**config.mk**
```make
export PLATFORM = sky130hd
export DESIGN_NAME = apb_requester_bridge_flat
export DESIGN_NICKNAME = d
export VERILOG_FILES = /design/src/rtl/apb_requester_bridge_if.sv /design/src/rtl/apb_requester_bridge.sv /design/src/flat_wrapper.sv
export SDC_FILE = /design/constraint.sdc
export NUM_CORES = 1
export LEC_CHECK = 0
export ABC_AREA = 0
export ABC_CLOCK_PERIOD_IN_PS = 2870
export CAP_MARGIN = 10
export CORE_ASPECT_RATIO = 1.2
export CORE_MARGIN = 2
export CORE_UTILIZATION = 30
export CTS_CLUSTER_DIAMETER = 100
export DETAILED_ROUTE_END_ITERATION = 6
export HOLD_SLACK_MARGIN = 0.03
export PLACE_DENSITY = 0.6
export REMOVE_ABC_BUFFERS = 1
export SYNTH_ARGS = -nofsm -noshare
export SYNTH_HDL_FRONTEND = slang
export SYNTH_SLANG_ARGS = --single-unit
```
**constraint.sdc**
```tcl
create_clock -name pclk -period 2.87 [get_ports pclk]
set_input_delay 0.574 -clock pclk [delete_from_list [all_inputs] [get_ports pclk]]
set_output_delay 0.574 -clock pclk [all_outputs]
set_load 0.1 [all_outputs]
```
**src/rtl/apb_requester_bridge_if.sv**
```systemverilog
`timescale 1ns/1ps
`default_nettype none
// ============================================================================
// Module   : apb_requester_bridge_if
// Brief    : APB bus bundle shared by the requester bridge and its completer.
// Revision : 1.0 - initial release
// ============================================================================
interface apb_requester_bridge_if #(
  parameter int DATA_WIDTH = 32,
  parameter int ADDR_WIDTH = 32,
  parameter int USER_WIDTH = 1
);
  logic                      pclk;
  logic                      preset_n;
  logic [ADDR_WIDTH-1:0]     paddr;
  logic                      psel;
  logic                      penable;
  logic                      pwrite;
  logic [DATA_WIDTH-1:0]     pwdata;
  logic [DATA_WIDTH/8-1:0]   pstrb;
  logic [2:0]                pprot;
  logic                      pwakeup;
  logic [USER_WIDTH-1:0]     pauser;
  logic [USER_WIDTH-1:0]     pwuser;
  logic [DATA_WIDTH-1:0]     prdata;
  logic                      pready;
  logic                      pslverr;
  logic [USER_WIDTH-1:0]     pruser;
  logic [USER_WIDTH-1:0]     pbuser;

  modport requester (
    output pclk, preset_n, paddr, psel, penable, pwrite, pwdata, pstrb, pprot,
           pwakeup, pauser, pwuser,
    input  prdata, pready, pslverr, pruser, pbuser
  );

  modport completer (
    input  pclk, preset_n, paddr, psel, penable, pwrite, pwdata, pstrb, pprot,
           pwakeup, pauser, pwuser,
    output prdata, pready, pslverr, pruser, pbuser
  );

  modport master (
    output pclk, preset_n, paddr, psel, penable, pwrite, pwdata, pstrb, pprot,
           pwakeup, pauser, pwuser,
    input  prdata, pready, pslverr, pruser, pbuser
  );

  modport slave (
    input  pclk, preset_n, paddr, psel, penable, pwrite, pwdata, pstrb, pprot,
           pwakeup, pauser, pwuser,
    output prdata, pready, pslverr, pruser, pbuser
  );
endinterface
`default_nettype wire

```
**src/rtl/apb_requester_bridge.sv**
```systemverilog
`timescale 1ns/1ps
`default_nettype none
// ============================================================================
// Module   : apb_requester_bridge
// Brief    : Converts a valid/ready command into one APB transfer with timeout.
// Revision : 1.0 - initial release
// ============================================================================
module apb_requester_bridge #(
  parameter int DATA_WIDTH = 32,
  parameter int ADDR_WIDTH = 32,
  parameter int TIMEOUT    = 255
) (
  input  logic                    pclk,
  input  logic                    preset_n,
  input  logic                    req_valid,
  output logic                    req_ready,
  input  logic [ADDR_WIDTH-1:0]   req_addr,
  input  logic                    req_write,
  input  logic [DATA_WIDTH-1:0]   req_wdata,
  input  logic [DATA_WIDTH/8-1:0] req_strb,
  input  logic [2:0]              req_prot,
  output logic                    rsp_valid,
  output logic [DATA_WIDTH-1:0]   rsp_rdata,
  output logic                    rsp_err,
  output logic                    rsp_timeout,
  apb_requester_bridge_if.requester apb
);
  localparam int                  STRB_WIDTH = DATA_WIDTH / 8;
  localparam int                  CNT_WIDTH  = 16;
  localparam logic [CNT_WIDTH-1:0] TIMEOUT_C = CNT_WIDTH'(TIMEOUT);

  typedef enum logic [1:0] {
    IDLE   = 2'd0,
    SETUP  = 2'd1,
    ACCESS = 2'd2
  } state_e;

  state_e                  state_q,       state_d;
  logic [ADDR_WIDTH-1:0]   paddr_q,       paddr_d;
  logic                    pwrite_q,      pwrite_d;
  logic [DATA_WIDTH-1:0]   pwdata_q,      pwdata_d;
  logic [STRB_WIDTH-1:0]   pstrb_q,       pstrb_d;
  logic [2:0]              pprot_q,       pprot_d;
  logic [CNT_WIDTH-1:0]    cnt_q,         cnt_d;
  logic                    rsp_valid_q,   rsp_valid_d;
  logic [DATA_WIDTH-1:0]   rsp_rdata_q,   rsp_rdata_d;
  logic                    rsp_err_q,     rsp_err_d;
  logic                    rsp_timeout_q, rsp_timeout_d;
  logic [CNT_WIDTH-1:0]    cnt_inc;
  logic                    unused_user;

  always_ff @(posedge pclk) begin
    if (!preset_n) begin
      state_q       <= IDLE;
      paddr_q       <= '0;
      pwrite_q      <= 1'b0;
      pwdata_q      <= '0;
      pstrb_q       <= '0;
      pprot_q       <= '0;
      cnt_q         <= '0;
      rsp_valid_q   <= 1'b0;
      rsp_rdata_q   <= '0;
      rsp_err_q     <= 1'b0;
      rsp_timeout_q <= 1'b0;
    end else begin
      state_q       <= state_d;
      paddr_q       <= paddr_d;
      pwrite_q      <= pwrite_d;
      pwdata_q      <= pwdata_d;
      pstrb_q       <= pstrb_d;
      pprot_q       <= pprot_d;
      cnt_q         <= cnt_d;
      rsp_valid_q   <= rsp_valid_d;
      rsp_rdata_q   <= rsp_rdata_d;
      rsp_err_q     <= rsp_err_d;
      rsp_timeout_q <= rsp_timeout_d;
    end
  end

  assign cnt_inc = cnt_q + 1'b1;

  always_comb begin
    state_d       = state_q;
    paddr_d       = paddr_q;
    pwrite_d      = pwrite_q;
    pwdata_d      = pwdata_q;
    pstrb_d       = pstrb_q;
    pprot_d       = pprot_q;
    cnt_d         = cnt_q;
    rsp_valid_d   = 1'b0;
    rsp_rdata_d   = '0;
    rsp_err_d     = 1'b0;
    rsp_timeout_d = 1'b0;
    unique case (state_q)
      IDLE: begin
        if (req_valid) begin
          paddr_d  = req_addr;
          pwrite_d = req_write;
          pwdata_d = req_wdata;
          pstrb_d  = req_write ? req_strb : '0;
          pprot_d  = req_prot;
          state_d  = SETUP;
        end
      end
      SETUP: begin
        cnt_d   = '0;
        state_d = ACCESS;
      end
      ACCESS: begin
        // pready wins over a timeout expiring in the same cycle
        if (apb.pready) begin
          rsp_valid_d = 1'b1;
          rsp_rdata_d = pwrite_q ? '0 : apb.prdata;
          rsp_err_d   = apb.pslverr;
          state_d     = IDLE;
        end else begin
          cnt_d = cnt_inc;
          if (cnt_inc == TIMEOUT_C) begin
            rsp_valid_d   = 1'b1;
            rsp_err_d     = 1'b1;
            rsp_timeout_d = 1'b1;
            state_d       = IDLE;
          end
        end
      end
      default: state_d = IDLE;
    endcase
  end

  assign req_ready   = preset_n && (state_q == IDLE);
  assign rsp_valid   = rsp_valid_q;
  assign rsp_rdata   = rsp_rdata_q;
  assign rsp_err     = rsp_err_q;
  assign rsp_timeout = rsp_timeout_q;

  assign apb.pclk     = pclk;
  assign apb.preset_n = preset_n;
  assign apb.psel     = (state_q != IDLE);
  assign apb.penable  = (state_q == ACCESS);
  assign apb.pwakeup  = (state_q != IDLE);
  assign apb.paddr    = paddr_q;
  assign apb.pwrite   = pwrite_q;
  assign apb.pwdata   = pwdata_q;
  assign apb.pstrb    = pstrb_q;
  assign apb.pprot    = pprot_q;
  assign apb.pauser   = '0;
  assign apb.pwuser   = '0;

  assign unused_user = ^{apb.pruser, apb.pbuser};
endmodule
`default_nettype wire

```
**src/flat_wrapper.sv**
```systemverilog
// flat-port wrapper written by rule: the top's interface ports become plain ports
module apb_requester_bridge_flat 
#(
  parameter int DATA_WIDTH = 32,
  parameter int ADDR_WIDTH = 32,
  parameter int TIMEOUT    = 255
)
  (pclk, preset_n, req_valid, req_ready, req_addr, req_write, req_wdata, req_strb, req_prot, rsp_valid, rsp_rdata, rsp_err, rsp_timeout, apb_pclk, apb_preset_n, apb_paddr, apb_psel, apb_penable, apb_pwrite, apb_pwdata, apb_pstrb, apb_pprot, apb_pwakeup, apb_pauser, apb_pwuser, apb_prdata, apb_pready, apb_pslverr, apb_pruser, apb_pbuser);
  apb_requester_bridge_if #(.DATA_WIDTH(DATA_WIDTH), .ADDR_WIDTH(ADDR_WIDTH)) apb_i ();
  input  logic pclk;
  input  logic preset_n;
  input  logic req_valid;
  output logic req_ready;
  input  logic [ADDR_WIDTH-1:0] req_addr;
  input  logic req_write;
  input  logic [DATA_WIDTH-1:0] req_wdata;
  input  logic [DATA_WIDTH/8-1:0] req_strb;
  input  logic [2:0] req_prot;
  output logic rsp_valid;
  output logic [DATA_WIDTH-1:0] rsp_rdata;
  output logic rsp_err;
  output logic rsp_timeout;
  output wire logic [$bits(apb_i.pclk)-1:0] apb_pclk;
  output wire logic [$bits(apb_i.preset_n)-1:0] apb_preset_n;
  output wire logic [$bits(apb_i.paddr)-1:0] apb_paddr;
  output wire logic [$bits(apb_i.psel)-1:0] apb_psel;
  output wire logic [$bits(apb_i.penable)-1:0] apb_penable;
  output wire logic [$bits(apb_i.pwrite)-1:0] apb_pwrite;
  output wire logic [$bits(apb_i.pwdata)-1:0] apb_pwdata;
  output wire logic [$bits(apb_i.pstrb)-1:0] apb_pstrb;
  output wire logic [$bits(apb_i.pprot)-1:0] apb_pprot;
  output wire logic [$bits(apb_i.pwakeup)-1:0] apb_pwakeup;
  output wire logic [$bits(apb_i.pauser)-1:0] apb_pauser;
  output wire logic [$bits(apb_i.pwuser)-1:0] apb_pwuser;
  input wire logic [$bits(apb_i.prdata)-1:0] apb_prdata;
  input wire logic [$bits(apb_i.pready)-1:0] apb_pready;
  input wire logic [$bits(apb_i.pslverr)-1:0] apb_pslverr;
  input wire logic [$bits(apb_i.pruser)-1:0] apb_pruser;
  input wire logic [$bits(apb_i.pbuser)-1:0] apb_pbuser;
  assign apb_pclk = apb_i.pclk;
  assign apb_preset_n = apb_i.preset_n;
  assign apb_paddr = apb_i.paddr;
  assign apb_psel = apb_i.psel;
  assign apb_penable = apb_i.penable;
  assign apb_pwrite = apb_i.pwrite;
  assign apb_pwdata = apb_i.pwdata;
  assign apb_pstrb = apb_i.pstrb;
  assign apb_pprot = apb_i.pprot;
  assign apb_pwakeup = apb_i.pwakeup;
  assign apb_pauser = apb_i.pauser;
  assign apb_pwuser = apb_i.pwuser;
  assign apb_i.prdata = apb_prdata;
  assign apb_i.pready = apb_pready;
  assign apb_i.pslverr = apb_pslverr;
  assign apb_i.pruser = apb_pruser;
  assign apb_i.pbuser = apb_pbuser;
  apb_requester_bridge #(.DATA_WIDTH(DATA_WIDTH), .ADDR_WIDTH(ADDR_WIDTH), .TIMEOUT(TIMEOUT)) u_core (.pclk(pclk), .preset_n(preset_n), .req_valid(req_valid), .req_ready(req_ready), .req_addr(req_addr), .req_write(req_write), .req_wdata(req_wdata), .req_strb(req_strb), .req_prot(req_prot), .rsp_valid(rsp_valid), .rsp_rdata(rsp_rdata), .rsp_err(rsp_err), .rsp_timeout(rsp_timeout), .apb(apb_i));
endmodule
```
==> run summary, run 1 <==
run status = complete, no violations
critical path endpoint category = output port
core area = 0.0156 sq mm
hold_sp = u_core.apb.pstrb[3]
cell chain of the critical path = clkbuf_16 -> clkbuf_16 -> dlygate4sd2_1
Gate Count Post-Synth = 569
Worst Tran Pin Value = 0.952 ns
first-pass GRT wire length = 22000 microns
vias in the first global route = 4513
crit-path max cell delay = 0.58 ns
Initial Util = 0.306
largest net degree at the start of global routing = 87
Area Overhead vs Synth = 58.0%
Nets = 890
kind of cell adding the most delay to the critical path = buffers and inverters
Post-synth EDFFs = 0
CTS tree = done
asr flop ratio synth = 0
DP Area = 0.00687 sq mm
initial antenna violation count = 0
dpl hpwl = 9620 microns
Post-Layout Inst Area = 0.00752 sq mm
Fin. Hold Viols = 0
gp weighted congestion = 0.755
top cell type's share of synthesized area = 0.526
r2r endpoint = u_core.state_q[1]
Slowest cell on crit path = dlygate4sd2_1
Synth top cells by count = 161 x nand2_1, 125 x dfxtp_1, 87 x a21oi_1
count of hold buffers inserted by post-cts repair = 0
DR vias/cell = 4.65
drt drc = 0
clock latency on the worst-skew pair = 0.52 ns
RSZ-0062 raised after global routing = no
WP data required = 2.30 ns
WL final = 13600 microns
Worst Path Arrival = 2.26 ns
Die Y = 142 microns
Post-Syn Area per Cell = 8.37 sq um
IR drop worst, VDD = 884 uV
headroom to the max-slew limit = 0.368
pre-CTS setup slack = -0.0786 ns
Mapped Area = 0.00476 sq mm
crit path buf inv count = 3
Cell Rows = 50
CTS clock-pin slew for the worst setup and hold paths = 0.05 ns
Total GRT Usage = 0.163
setup tns final = 0 ns
Detail Route Antenna Nets = 0
Min-Delay Path Class = register to register
worst-case reg-to-reg path depth = 6
antenna diode count = 0
number of DRC markers in iteration 0 = 237
most used cell, CP = clkbuf_16
Worst setup SP type = clock port
Detailed Routing Iterations Pass 1 = 5
DR WL/cell = 13.7 microns
cell taking the most area after synthesis = dfxtp_1
Hold Crit Endpoint = u_core.apb.pstrb[3]
port buffer count = 221
skew final = 0.00606 ns
final core occ = 0.483
R2R Setup Slk = 0.56 ns
synth top area cells = dfxtp_1 53%, nand2_1 13%, a21oi_1 9.1%
Final Max Slew Viols = 0
kind of critical path = clock port to output port
distinct cell type count of the synthesized netlist = 50
pwr dens = 701 mW/mm^2
max-capacitance violation count = 0
Worst Slack Setup Final = 0.0325 ns
flops & latches, synth = 125
yosys warns = 0
Ports = 226
grt ovf = 0
ys flop type = dfxtp_1
Die X = 119 microns
fraction of layout cells with a size suffix above 1 = 0.210
Final Setup Violations = 0
DR vias = 4634
P_leak = 3.07 nW
Reg-to-Reg Start = u_core.cnt_q[1]
post-synthesis sequential area ratio = 0.526
Hold Path Depth = 2
most frequent cell after synthesis = nand2_1
Die Area = 0.0169 sq mm
worst-path maximum fanout = 2
per-stage QoR:
step / cells / hold slack (ns) / total power [mW]
floorplan: 527 / 0.458 / 2.56
global placement: 963 / 0.442 / 3.03
detailed placement: 963 / 0.447 / 3.04
CTS: 997 / 0.455 / 5.35
global route: 997 / 0.472 / 5.47
finish: 997 / 0.451 / 5.27
state kept, by name, summed over array words and instances (netlist names):
signal              count
u_core.apb.pwdata      32
u_core.rsp_err          1
u_core.cnt_q           16
u_core.state_q          2
u_core.rsp_rdata       32
u_core.rsp_valid        1
u_core.rsp_timeout      1
u_core.apb.pwrite       1
u_core.apb.paddr       32
u_core.apb.pprot        3
u_core.apb.pstrb        4
repair_timing:
action / 4_1_cts / 5_1_grt
resized for setup: 1 / 0
buffers inserted: 0 / 0
endpoints found under the setup margin: 1 / 0
kinds of logic (layout without fill, tap and decap cells):
kind of cell,count (synthesis),in the layout,share of synthesized area
adders and majority gates,2,2,0.00526
DFF,125,125,0.526
AOI/OAI and AO/OA,124,124,0.144
other,1,2,0.000788
and+or+nand+nor,261,261,0.263
xor gates and xnor gates,3,3,0.00552
muxes,5,5,0.0110
buffers and inverters,48,267,0.0452
placed cells by master (no fill, tap or decap), types with 3 or more instances in the layout:
cell / n
xnor2_1: 3
buf_4: 115
a311oi_1: 4
clkbuf_16: 20
o22ai_1: 3
dfxtp_1: 125
nor3_2: 3
nand4_1: 6
nand3_1: 10
mux2i_1: 3
o21ai_0: 15
nor2b_1: 3
nor2_1: 14
a22oi_1: 3
and2_1: 34
nand2_1: 160
inv_1: 4
clkdlybuf4s50_1: 108
buf_12: 4
nand2b_1: 4
a21oi_1: 87
clkinvlp_4: 4
clkinv_2: 3
a31oi_1: 3
nor3_1: 3
routing by layer:
metal	GRT usage	share of wire	up-vias
met1	0.184	0.42	2106
met3	0.0625	0.086	17
li1	-	-	2309
met5	0	0	-
met4	0.0614	0.013	0
met2	0.278	0.48	202
how the worst max path moves through the flow:
stage,startpoint,end,slack [ns],cells past startpoint
3_5_place_dp,pclk,apb_pclk,-0.08,1
6_report,pclk,apb_pclk,0.03,3
3_3_place_gp,pclk,apb_pclk,-0.08,1
2_1_floorplan,preset_n,req_ready,-1.17,2
4_1_cts,pclk,apb_pclk,0.02,3
5_1_grt,pclk,apb_pclk,0.02,3
worst reg2reg max path, delay by kind of cell (launching register included):
kind	cells	cell delay [ns]
simple gates	3	0.88
flops	1	0.48
fa+ha+maj	1	0.36
compound gates	1	0.27
xor+xnor	1	0.21
final cells by class:
cell class                 instances  area, sq um
fill                            1498         8060
clock buffer                      25          544
inverter                           5         18.8
sequential                       125         2500
multi-input combinational        397         2060
clock inverter                    10          114
timing repair buffer             227         2020
tap                              208          260
report_power, final:
group / switching [mW] / internal, mW
clock: 0.898 / 1.51
sequential: 0.0376 / 1.81
combinational: 0.734 / 0.285
No activity file was read; power rests on OpenSTA's default activity.
==> run 2, diff against run 1 <==
- ABC_CLOCK_PERIOD_IN_PS: 2870 -> 2500
- CORE_UTILIZATION: 30 -> 37
- PLACE_DENSITY: 0.6 -> 0.75
- clock period: 2.87 -> 2.5 ns (I/O delays scaled with it)
==> run 2 against run 1 <==
Clock-buffer cell count is 2 lower. Die area is 18% lower. Core utilization is 11 points higher. Cell count is 3.5% lower. Sequential share of layout area hardly changed.
==> run summary, run 2 (same netlist as run 1, synthesis figures left out) <==
run status = complete, no violations
Initial Util = 0.377
grt ovf = 0
Total GRT Usage = 0.192
kind of critical path = clock port to output port
total area of multi-input combinational cells = 0.00206 sq mm
CTS tree = done
vias in the first global route = 4480
DR vias = 4706
first-pass GRT wire length = 21200 microns
DR WL/cell = 14.2 microns
worst-path maximum fanout = 2
NetSw = 1.98 mW
core area = 0.0126 sq mm
port buffer count = 221
clock network power share = 0.452
Die X = 108 microns
drt drc = 0
# fillers = 1159
fraction of layout cells with a size suffix above 1 = 0.222
CTS clock-pin slew for the worst setup and hold paths = 0.06 ns
Final Max Slew Viols = 0
pre-CTS setup slack = -0.190 ns
most frequent cells in the layout = 160 x nand2_1, 125 x dfxtp_1, 123 x buf_4, 108 x clkdlybuf4s50_1, 87 x a21oi_1
number of DRC markers in iteration 0 = 280
pwr dens = 802 mW/mm^2
Worst Tran Pin Value = 0.892 ns
IR drop worst, VDD = 753 uV
count of hold buffers inserted by post-cts repair = 0
P_leak = 3.11 nW
r2r endpoint = u_core.state_q[1]
Pint = 4.05 mW
Reg-to-Reg Start = u_core.cnt_q[1]
Total Power = 6.04 mW
gp weighted congestion = 0.862
critical path endpoint category = output port
Seq pwr share = 0.351
Min-Delay Path Class = register to register
Nets = 898
CP endpoint = apb_pclk
Post-CTS Repair Setup Buffers = 0
Worst setup SP type = clock port
Ports = 226
Cell Rows = 45
Comb power frac = 0.197
most common cell after layout, fill and taps aside = nand2_1
R2R Setup Slk = 0.25 ns
CP startpoint = pclk
largest net degree at the start of global routing = 87
DR vias/cell = 4.89
skew final = 0.0104 ns
RSZ-0062 raised after global routing = no
worst-case reg-to-reg path depth = 6
Area Overhead vs Synth = 58.1%
max-capacitance violation count = 0
Fin. Hold Viols = 0
clock latency on the worst-skew pair = 0.52 ns
antenna diode count = 0
Worst Path Arrival = 1.95 ns
Worst Slack Setup Final = 0.0490 ns
final core occ = 0.597
Register Area = 0.00250 sq mm
initial antenna violation count = 0
Sw Share = 0.329
Detail Route Antenna Nets = 0
headroom to the max-slew limit = 0.406
Die Area = 0.0138 sq mm
dpl hpwl = 9700 microns
Final Setup Violations = 0
WL final = 13700 microns
WP data required = 2.00 ns
Die Y = 128 microns
Detailed Routing Iterations Pass 1 = 5
[run 2: per-stage QoR]
step,cells,setup TNS (ns),instance area [sq um],hold WS [ns]
finish,962,0,7520,0.456
CTS,962,0,7520,0.456
detailed placement,927,-0.190,6880,0.447
global route,962,0,7520,0.475
global placement,927,-0.190,6880,0.440
floorplan,527,-33.57,4570,0.458
[run 2: worst min-delay path by stage]
stage                          start                    end  slack, ns  cells past startpoint
2_1_floorplan       u_core.cnt_q[15]       u_core.cnt_q[15]       0.46                      2
3_3_place_gp     u_core.apb.pstrb[3]    u_core.apb.pstrb[3]       0.44                      2
3_5_place_dp   u_core.apb.pwdata[29]  u_core.apb.pwdata[29]       0.45                      2
4_1_cts         u_core.apb.paddr[18]   u_core.apb.paddr[18]       0.46                      2
5_1_grt          u_core.apb.paddr[7]    u_core.apb.paddr[7]       0.47                      2
6_report        u_core.apb.paddr[18]   u_core.apb.paddr[18]       0.46                      2
[run 2: cell type report]
cell class	instances	area share
Clock inverter	13	0.0171
Timing Repair Buffer	235	0.277
Inverter	5	0.00249
Clock buffer	23	0.0703
Sequential cell	125	0.333
Tap cell	164	0.0273
Multi-Input combinational cell	397	0.273
[run 2: metal layers]
metal	track usage	vias up	share of wire
met5	0	-	0
met4	0.0739	0	0.019
met3	0.0666	19	0.083
met2	0.333	206	0.50
met1	0.215	2150	0.40
li1	-	2331	-
[run 2: worst max-delay path, stage by stage]
cell	delay [ns]
clkbuf_16	0.12
clkbuf_16	0.13
clkdlybuf4s15_2	0.45
[run 2: timing repair]
item,4_1_cts,5_1_grt
endpoints found under the hold margin,0,0
gates resized for setup,3,0
endpoints found under the setup margin,1,0
[run 2: power by group through the flow]
| stage | clock network, mW | registers, mW | logic (mW) |
|---|---|---|---|
| 2_1_floorplan | 0 | 2.72 | 0.222 |
| 3_3_place_gp | 0.157 | 2.16 | 1.18 |
| 3_5_place_dp | 0.157 | 2.16 | 1.19 |
| 4_1_cts | 2.79 | 2.12 | 1.19 |
| 5_1_grt | 2.89 | 2.13 | 1.24 |
| 6_report | 2.73 | 2.12 | 1.19 |
==> run 3, diff against run 2 <==
- CORE_UTILIZATION: 37 -> 56
- DONT_BUFFER_PORTS: unset -> 1
- PLACE_DENSITY: 0.75 -> 0.72
==> run 3 against run 2 <==
Critical endpoint is now apb_psel. Sequential share of layout area up 6.8 points. Flip-flop and latch count unchanged. Highest routed layer unchanged. Clock-buffer cell count down 4.
==> run summary, run 3 (same netlist as run 1, synthesis figures left out) <==
largest net degree at the start of global routing = 47
crit path buf inv count = 2
RSZ-0062 raised after global routing = no
WL final = 12700 microns
grt ovf = 0
Ports = 226
clock latency on the worst-skew pair = 0.51 ns
fraction of layout cells with a size suffix above 1 = 0.247
skew final = 0.0102 ns
vias in the first global route = 4056
antenna diode count = 0
Critical Path Stages = 3
gp weighted congestion = 0.883
CTS clock-pin slew for the worst setup and hold paths = 0.06 ns
top sig layer = met4
dpl cells = 759
Total GRT Usage = 0.270
cell chain of the critical path = nor2_1 -> inv_2 -> buf_4
count of hold buffers inserted by post-cts repair = 0
Detailed Routing Iterations Pass 1 = 4
drt drc = 0
kind of cell adding the most delay to the critical path = buffers and inverters
worst-case reg-to-reg path depth = 6
DR vias = 4302
Worst Path Arrival = 1.72 ns
Detail Route Antenna Nets = 0
Final Max Slew Viols = 0
TritonCTS Buffers = 17
DP Area = 0.00565 sq mm
core area = 0.00820 sq mm
Final Setup Violations = 0
Max clock buf depth = 2
port buffer count = 0
root buf cell = clkbuf_8
r2r endpoint = u_core.state_q[1]
run status = complete, no violations
WL met1 = 4550 microns
Worst setup SP type = register
Initial Util = 0.581
fin crit share = 0.886
first-pass GRT wire length = 19500 microns
most common cell after layout, fill and taps aside = nand2_1
kind of critical path = register to output port
CTS H-tree depth = 4
CTS resizes = 0
pwr dens = 886 mW/mm^2
Post-CTS Repair Setup Buffers = 0
Post-Layout Inst Area = 0.00624 sq mm
min Tclk post-route = 2.22 ns
DR WL/cell = 16.1 microns
Die Y = 105 microns
max-capacitance violation count = 0
IR drop worst, VDD = 632 uV
CTS tree = done
critical path endpoint category = output port
number of DRC markers in iteration 0 = 220
DR vias/cell = 5.44
f_max = 0.451 GHz
P_leak = 2.61 nW
Slowest cell on crit path = dfxtp_1
headroom to the max-slew limit = 0.640
Worst Tran Pin Value = 0.544 ns
clk sinks = 125
worst-path maximum fanout = 8
Fin. Hold Viols = 0
most frequent cells in the layout = 160 x nand2_1, 125 x dfxtp_1, 115 x buf_4, 87 x a21oi_1, 34 x and2_1
# fillers = 606
fin cells = 791
Min-Delay Path Class = input port to register
DR WL met3 = 1250 microns
CP startpoint = u_core.state_q[0]
Reg-to-Reg Start = u_core.cnt_q[1]
crit-path max cell delay = 0.47 ns
Die Area = 0.00926 sq mm
Die X = 88.2 microns
dpl hpwl = 8980 microns
Area Overhead vs Synth = 31.2%
Cell Rows = 36
initial antenna violation count = 0
Nets = 777
met2 routed WL = 6560 microns
WP data required = 2.00 ns
R2R Setup Slk = 0.29 ns
CP endpoint = apb_psel
## run 3: per-stage QoR
step	power (mW)	utilization	setup TNS, ns	worst slack (ns)	hold slack [ns]
after detailed placement	3.15	0.689	0	0.322	0.449
after global routing	5.71	0.762	0	0.0777	0.0898
final	5.53	0.762	0	0.285	0.111
after CTS	5.57	0.762	0	0.268	0.0913
after floorplan	2.94	-	-33.57	-1.39	0.458
after global placement	3.14	0.689	0	0.383	0.444
## run 3: how the worst min path moves through the flow
stage | start | slack [ns] | endpoint | cells past startpoint
3_3_place_gp | u_core.apb.pwdata[17] | 0.44 | u_core.apb.pwdata[17] | 2
4_1_cts | apb_prdata[31] | 0.09 | u_core.rsp_rdata[31] | 1
2_1_floorplan | u_core.cnt_q[15] | 0.46 | u_core.cnt_q[15] | 2
3_5_place_dp | u_core.apb.pwdata[21] | 0.45 | u_core.apb.pwdata[21] | 2
5_1_grt | apb_prdata[23] | 0.09 | u_core.rsp_rdata[23] | 1
6_report | apb_prdata[10] | 0.11 | u_core.rsp_rdata[10] | 1
## run 3: final cells by class
cell class                 count  area, sq um  share of cell area
clock buffer                  19          432              0.0691
clock inverter                13          165              0.0264
inverter                       5         18.8             0.00301
multi-input combinational    397         2060               0.330
sequential                   125         2500               0.401
tap                          114          143              0.0228
timing repair buffer         118          923               0.148
## run 3: metal layers
metal / vias up / global-route usage
met3: 25 / 0.108
li1: 2096 / -
met5: - / 0
met2: 220 / 0.470
met1: 1961 / 0.281
met4: 0 / 0.114
## run 3: power by group
| part | leakage, nW | switching (mW) | internal [mW] |
|---|---|---|---|
| Clock | 0.281 | 0.868 | 1.55 |
| Combinational | 1.31 | 0.829 | 0.182 |
| Sequential | 1.02 | 0.0300 | 2.07 |
